<file path="src/rtl/pes_bs_pipe.sv">
// Pipelined barrel shifter: one log-shift stage per register, largest step first,
// with a valid/ready handshake that lets empty stages fill while later stages stall.
module pes_bs_pipe #(
  parameter  int WIDTH = 8,
  localparam int SHW   = $clog2(WIDTH)
) (
  input  logic             clk,
  input  logic             rst_n,
  input  logic             flush,
  input  logic             in_valid,
  output logic             in_ready,
  input  logic [WIDTH-1:0] in_data,
  input  logic [SHW-1:0]   in_amt,
  input  logic [2:0]       in_mode,
  output logic             out_valid,
  input  logic             out_ready,
  output logic [WIDTH-1:0] out_data,
  output logic             out_err
);

  localparam logic [2:0] MODE_SRL = 3'd0;
  localparam logic [2:0] MODE_SLL = 3'd1;
  localparam logic [2:0] MODE_SRA = 3'd2;
  localparam logic [2:0] MODE_ROR = 3'd3;
  localparam logic [2:0] MODE_ROL = 3'd4;

  // Arithmetic shifts keep the MSB, so every SRA stage fills with the original sign bit.
  function automatic logic [WIDTH-1:0] shiftBy(input logic [WIDTH-1:0] d,
                                                input logic [2:0] mode, input int sh);
    logic [WIDTH-1:0] r;
    r = d;
    case (mode)
      MODE_SRL: r = d >> sh;
      MODE_SLL: r = d << sh;
      MODE_SRA: r = $signed(d) >>> sh;
      MODE_ROR: r = (d >> sh) | (d << (WIDTH - sh));
      MODE_ROL: r = (d << sh) | (d >> (WIDTH - sh));
      default:  r = d;
    endcase
    return r;
  endfunction

  logic [SHW-1:0]   valid_q;
  logic [SHW-1:0]   err_q;
  logic [WIDTH-1:0] data_q [SHW];
  logic [SHW-1:0]   amt_q  [SHW];
  logic [2:0]       mode_q [SHW];

  logic [SHW-1:0]   srcValid;
  logic [SHW-1:0]   srcErr;
  logic [WIDTH-1:0] srcData [SHW];
  logic [SHW-1:0]   srcAmt  [SHW];
  logic [2:0]       srcMode [SHW];

  logic [WIDTH-1:0] data_d  [SHW];
  logic [SHW-1:0]   rdy;

  for (genvar k = 0; k < SHW; k++) begin : gSrc
    if (k == 0) begin : gIn
      assign srcValid[k] = in_valid;
      assign srcData[k]  = in_data;
      assign srcAmt[k]   = in_amt;
      assign srcMode[k]  = in_mode;
      assign srcErr[k]   = (in_mode > MODE_ROL);
    end else begin : gStage
      assign srcValid[k] = valid_q[k-1];
      assign srcData[k]  = data_q[k-1];
      assign srcAmt[k]   = amt_q[k-1];
      assign srcMode[k]  = mode_q[k-1];
      assign srcErr[k]   = err_q[k-1];
    end
  end

  // Stage k can load unless it and every stage after it are full and the consumer stalls.
  always_comb begin
    rdy = '0;
    for (int k = 0; k < SHW; k++) begin
      rdy[k]    = out_ready || ((valid_q >> k) != ({SHW{1'b1}} >> k));
      data_d[k] = srcAmt[k][SHW-1-k] ? shiftBy(srcData[k], srcMode[k], 1 << (SHW-1-k))
                                     : srcData[k];
    end
  end

  assign in_ready  = rdy[0] && !flush;
  assign out_valid = valid_q[SHW-1];
  assign out_data  = data_q[SHW-1];
  assign out_err   = err_q[SHW-1];

  always_ff @(posedge clk or negedge rst_n) begin
    if (!rst_n) begin
      valid_q <= '0;
      err_q   <= '0;
      for (int k = 0; k < SHW; k++) begin
        data_q[k] <= '0;
        amt_q[k]  <= '0;
        mode_q[k] <= '0;
      end
    end else if (flush) begin
      valid_q <= '0;
    end else begin
      for (int k = 0; k < SHW; k++) begin
        if (rdy[k]) begin
          valid_q[k] <= srcValid[k];
          err_q[k]   <= srcErr[k];
          data_q[k]  <= data_d[k];
          amt_q[k]   <= srcAmt[k];
          mode_q[k]  <= srcMode[k];
        end
      end
    end
  end

endmodule

</file>
<file path="config.mk">
export PLATFORM = sky130hd
export DESIGN_NAME = pes_bs_pipe
export DESIGN_NICKNAME = d
export VERILOG_FILES = /design/src/rtl/pes_bs_pipe.sv
export SDC_FILE = /design/constraint.sdc
export NUM_CORES = 1
export LEC_CHECK = 0
export CORE_MARGIN = 1
export CORE_UTILIZATION = 30
export CTS_CLUSTER_SIZE = 14
export DETAILED_ROUTE_END_ITERATION = 16
export GPL_ROUTABILITY_DRIVEN = 0
export PLACE_DENSITY = 0.54
export SLEW_MARGIN = 20
export SYNTH_ARGS = -nofsm -noshare
export SYNTH_HDL_FRONTEND = slang
export SYNTH_SLANG_ARGS = --single-unit
</file>
<file path="constraint.sdc">
create_clock -name clk -period 1.85 [get_ports clk]
set_input_delay 0.2775 -clock clk [delete_from_list [all_inputs] [get_ports clk]]
set_output_delay 0.2775 -clock clk [all_outputs]
set_load 0.01 [all_outputs]
</file>
==> flow_summary.yaml <==
status:
  status: "finished, final reports clean"
clock_network:
  clk_pin_slew_worst_paths_ns: 0.08
  worstSkewPairLatency_ns: 0.29
  post-cts-setup-buffer-count: 0
  tritoncts: "yes"
  clock-root-buffer: "clkbuf_8"
  numCtsBuffers: 5
  clock_path_buffers: 2
  cts.sinks: 39
  cts_hold_buf: 0
  cts_resized: 1
  htree_num_levels: 2
placed_design:
  hpwl_um: 3790
  pre_cts_slack_ns: -0.0900
  port_buffers: 29
sta:
  hold_viol: 0
  fin_skew_ns: 0.00563
  holdWs_ns: 0.0302
  slew_violations: 0
  finalSetupViolCount: 0
  slew_headroom_pct: 60.3
  worst_slack_ns: 0.161
  max_freq_mhz: 592
  worst_pin_slew_ns: 0.589
  rsz0062_at_grt: "no"
  min_period_ns: 1.69
  timing.final.crit_share_pct: 91.3
route:
  drc: 0
  wl_per_cell_um: 12.8
  wirelength_um: 5200
  drt_pass1_iterations: 4
  via_count: 2052
  ant_nets: 0
  routed_via_density: 5.07
  detail_route.iter0.violations: 58
logic_synthesis:
  synth_edf_count: 0
  ys_seq_elements: 39
  synth_area_sq_um: 2340
  yosysWarnings: 0
  avgSynthCellArea_sq_um: 8.17
  synth_flop_cell: "dfrtp_1"
  syn-num-nets: 306
  synth_top_area_share_pct: 41.6
  yosysSeqAreaShare_pct: 41.6
  synthTopCellsByArea: "dfrtp_1 (42%), nand2_1 (8.8%), a21oi_1 (5.1%)"
  ys_async_sr_fraction_pct: 100
  synthDistinctLibCells: 41
  yosysTopAreaCell: "dfrtp_1"
  synth_cells: 287
setup_path:
  crit_fanout: 2
  crit_type: "register to output pin"
  worstPathRequired_ns: 1.57
  cp-end-kind: "output pin"
  start_kind: "register"
  critPathArrivalTime_ns: 1.41
final_layout:
  syn_to_final_growth_pct: 19.3
  layout-drive-gt1-share_pct: 9.15
  diodes: 0
  nNetsFinal: 324
  postLayoutCoreUtil_pct: 37.7
global_routing:
  grt_pass1_wl_um: 9450
  grt.total_usage_pct: 13.9
  grt-ovfl-total: 0
  grt_max_degree: 40
  grt_pass1_vias: 2003
  grt_antenna_before_repair: 0
die:
  die_area_sq_um: 8170
  die_y_um: 90.4
  die_w_um: 90.4
  rows: 31
  start_util_pct: 31.7
  ios: 30
  core_sq_um: 7410
power_and_ir_drop:
  vdd.ir_drop.worst_v: 0.000327
  p_leak_uw: 0.00117
  p_per_area_nw_per_um2: 865
flow_run:
  drv_cap: 0
worst_hold_path:
  hold_path.class: "input port to async pin"
## cell usage after synthesis (2+ instances only)
cell and n:
nand2_1 55, dfrtp_1 39, a21oi_1 24, nor2_1 18, o21ai_1 18, o21ai_0 17, buf_2 13, clkbuf_1 9
o21a_1 9, buf_4 8, a22o_1 7, nor3_1 7, a211oi_1 6, a22oi_1 5, a21o_1 4, nor2b_1 4
o311ai_0 4, o31ai_1 4, a221oi_1 3, inv_1 3, nand2b_1 3, nor4b_1 3, and2_1 2, buf_6 2
nand3_1 2, nand3b_1 2, or2_1 2
## metal layers
layer / part of all wire (%) / wire (um) / vias to the layer above / GRT usage [%]
met5: 0 / 0 / - / 0
met4: 1.6 / 83 / 0 / 5.11
met1: 48 / 2480 / 970 / 17.9
met3: 2.9 / 151 / 9 / 2.86
met2: 48 / 2490 / 37 / 22.9
li1: - / - / 1036 / -
## worst paths after layout
kind | from | endpoint | slack, ns | depth (start not counted)
setup / recovery | valid_q[2]$_DFFE_PN0P_ | in_ready | 0.16 | 4
hold / removal | rst_n | err_q[2]$_DFFE_PN0P_ | 0.03 | 2
setup reg to reg | mode_q[8]$_DFFE_PN0P_ | data_q[10]$_DFFE_PN0P_ | 0.25 | 4
hold reg to reg | err_q[0]$_DFFE_PN0P_ | err_q[1]$_DFFE_PN0P_ | 0.48 | 2
max in group asynchronous | rst_n | data_q[16]$_DFFE_PN0P_ | 1.47 | 2
min in group clk | err_q[0]$_DFFE_PN0P_ | err_q[1]$_DFFE_PN0P_ | 0.48 | 2
## layout make-up
cell class / instances / area, sq um
fillers: 769 / 4610
multi-input cells: 211 / 1160
flip-flops and latches: 39 / 976
repair buffers: 44 / 397
well taps: 99 / 124
clock buffers: 6 / 82.6
clock inverters: 2 / 35.0
inverters: 4 / 17.5
## logic make-up after synthesis
kind of cell	after synthesis	share of synthesized area, %
AOI/OAI and AO/OA	107	29.1
and+or+nand+nor	102	19.7
xor gates and xnor gates	1	0.374
buffers and inverters	37	8.70
muxes	1	0.427
DFF	39	41.6
## per-stage QoR
stage | area [sq um] | power [uW] | cells | TNS [ns]
5_1_grt | 2800 | 2590 | 405 | 0
3_3_place_gp | 2680 | 1690 | 397 | -0.0774
6_report | 2800 | 2420 | 405 | 0
2_1_floorplan | 2340 | 1520 | 287 | 0
3_5_place_dp | 2680 | 1700 | 397 | -0.0900
4_1_cts | 2800 | 2460 | 405 | 0
## power breakdown
part           internal [uW]  switching [uW]
registers                971             149
clock network            436             300
logic                    295             268
total                   1700             717
## critical path, stage by stage (launching register included)
cell and delay, ns:
dfrtp_1 0.38, nor2b_1 0.15, a31o_4 0.27, inv_4 0.06, dlygate4sd2_1 0.26
## state kept, by name, indices dropped and copies added, names as in the netlist
signal / count
mode_q: 6
data_q: 16
valid_q: 3
err_q: 3
out_data: 8
amt_q: 3
## cells in the final DEF (no fill, tap or decap), types with 2 or more instances in the layout
master,count
o311ai_0,4
inv_1,3
buf_4,15
a21oi_1,24
o31ai_1,4
clkdlybuf4s50_1,27
nor2b_1,4
a211oi_1,6
nand3b_1,2
a22oi_1,5
nand2b_1,3
and2_1,2
clkbuf_8,6
nand2_1,55
a221oi_1,3
nor2_1,18
a21o_1,4
dfrtp_1,39
o21ai_1,18
nor3_1,7
a22o_1,7
o21a_1,9
nand3_1,2
o21ai_0,17
nor4b_1,3
or2_1,2
No activity file was read; power rests on OpenSTA's default activity.
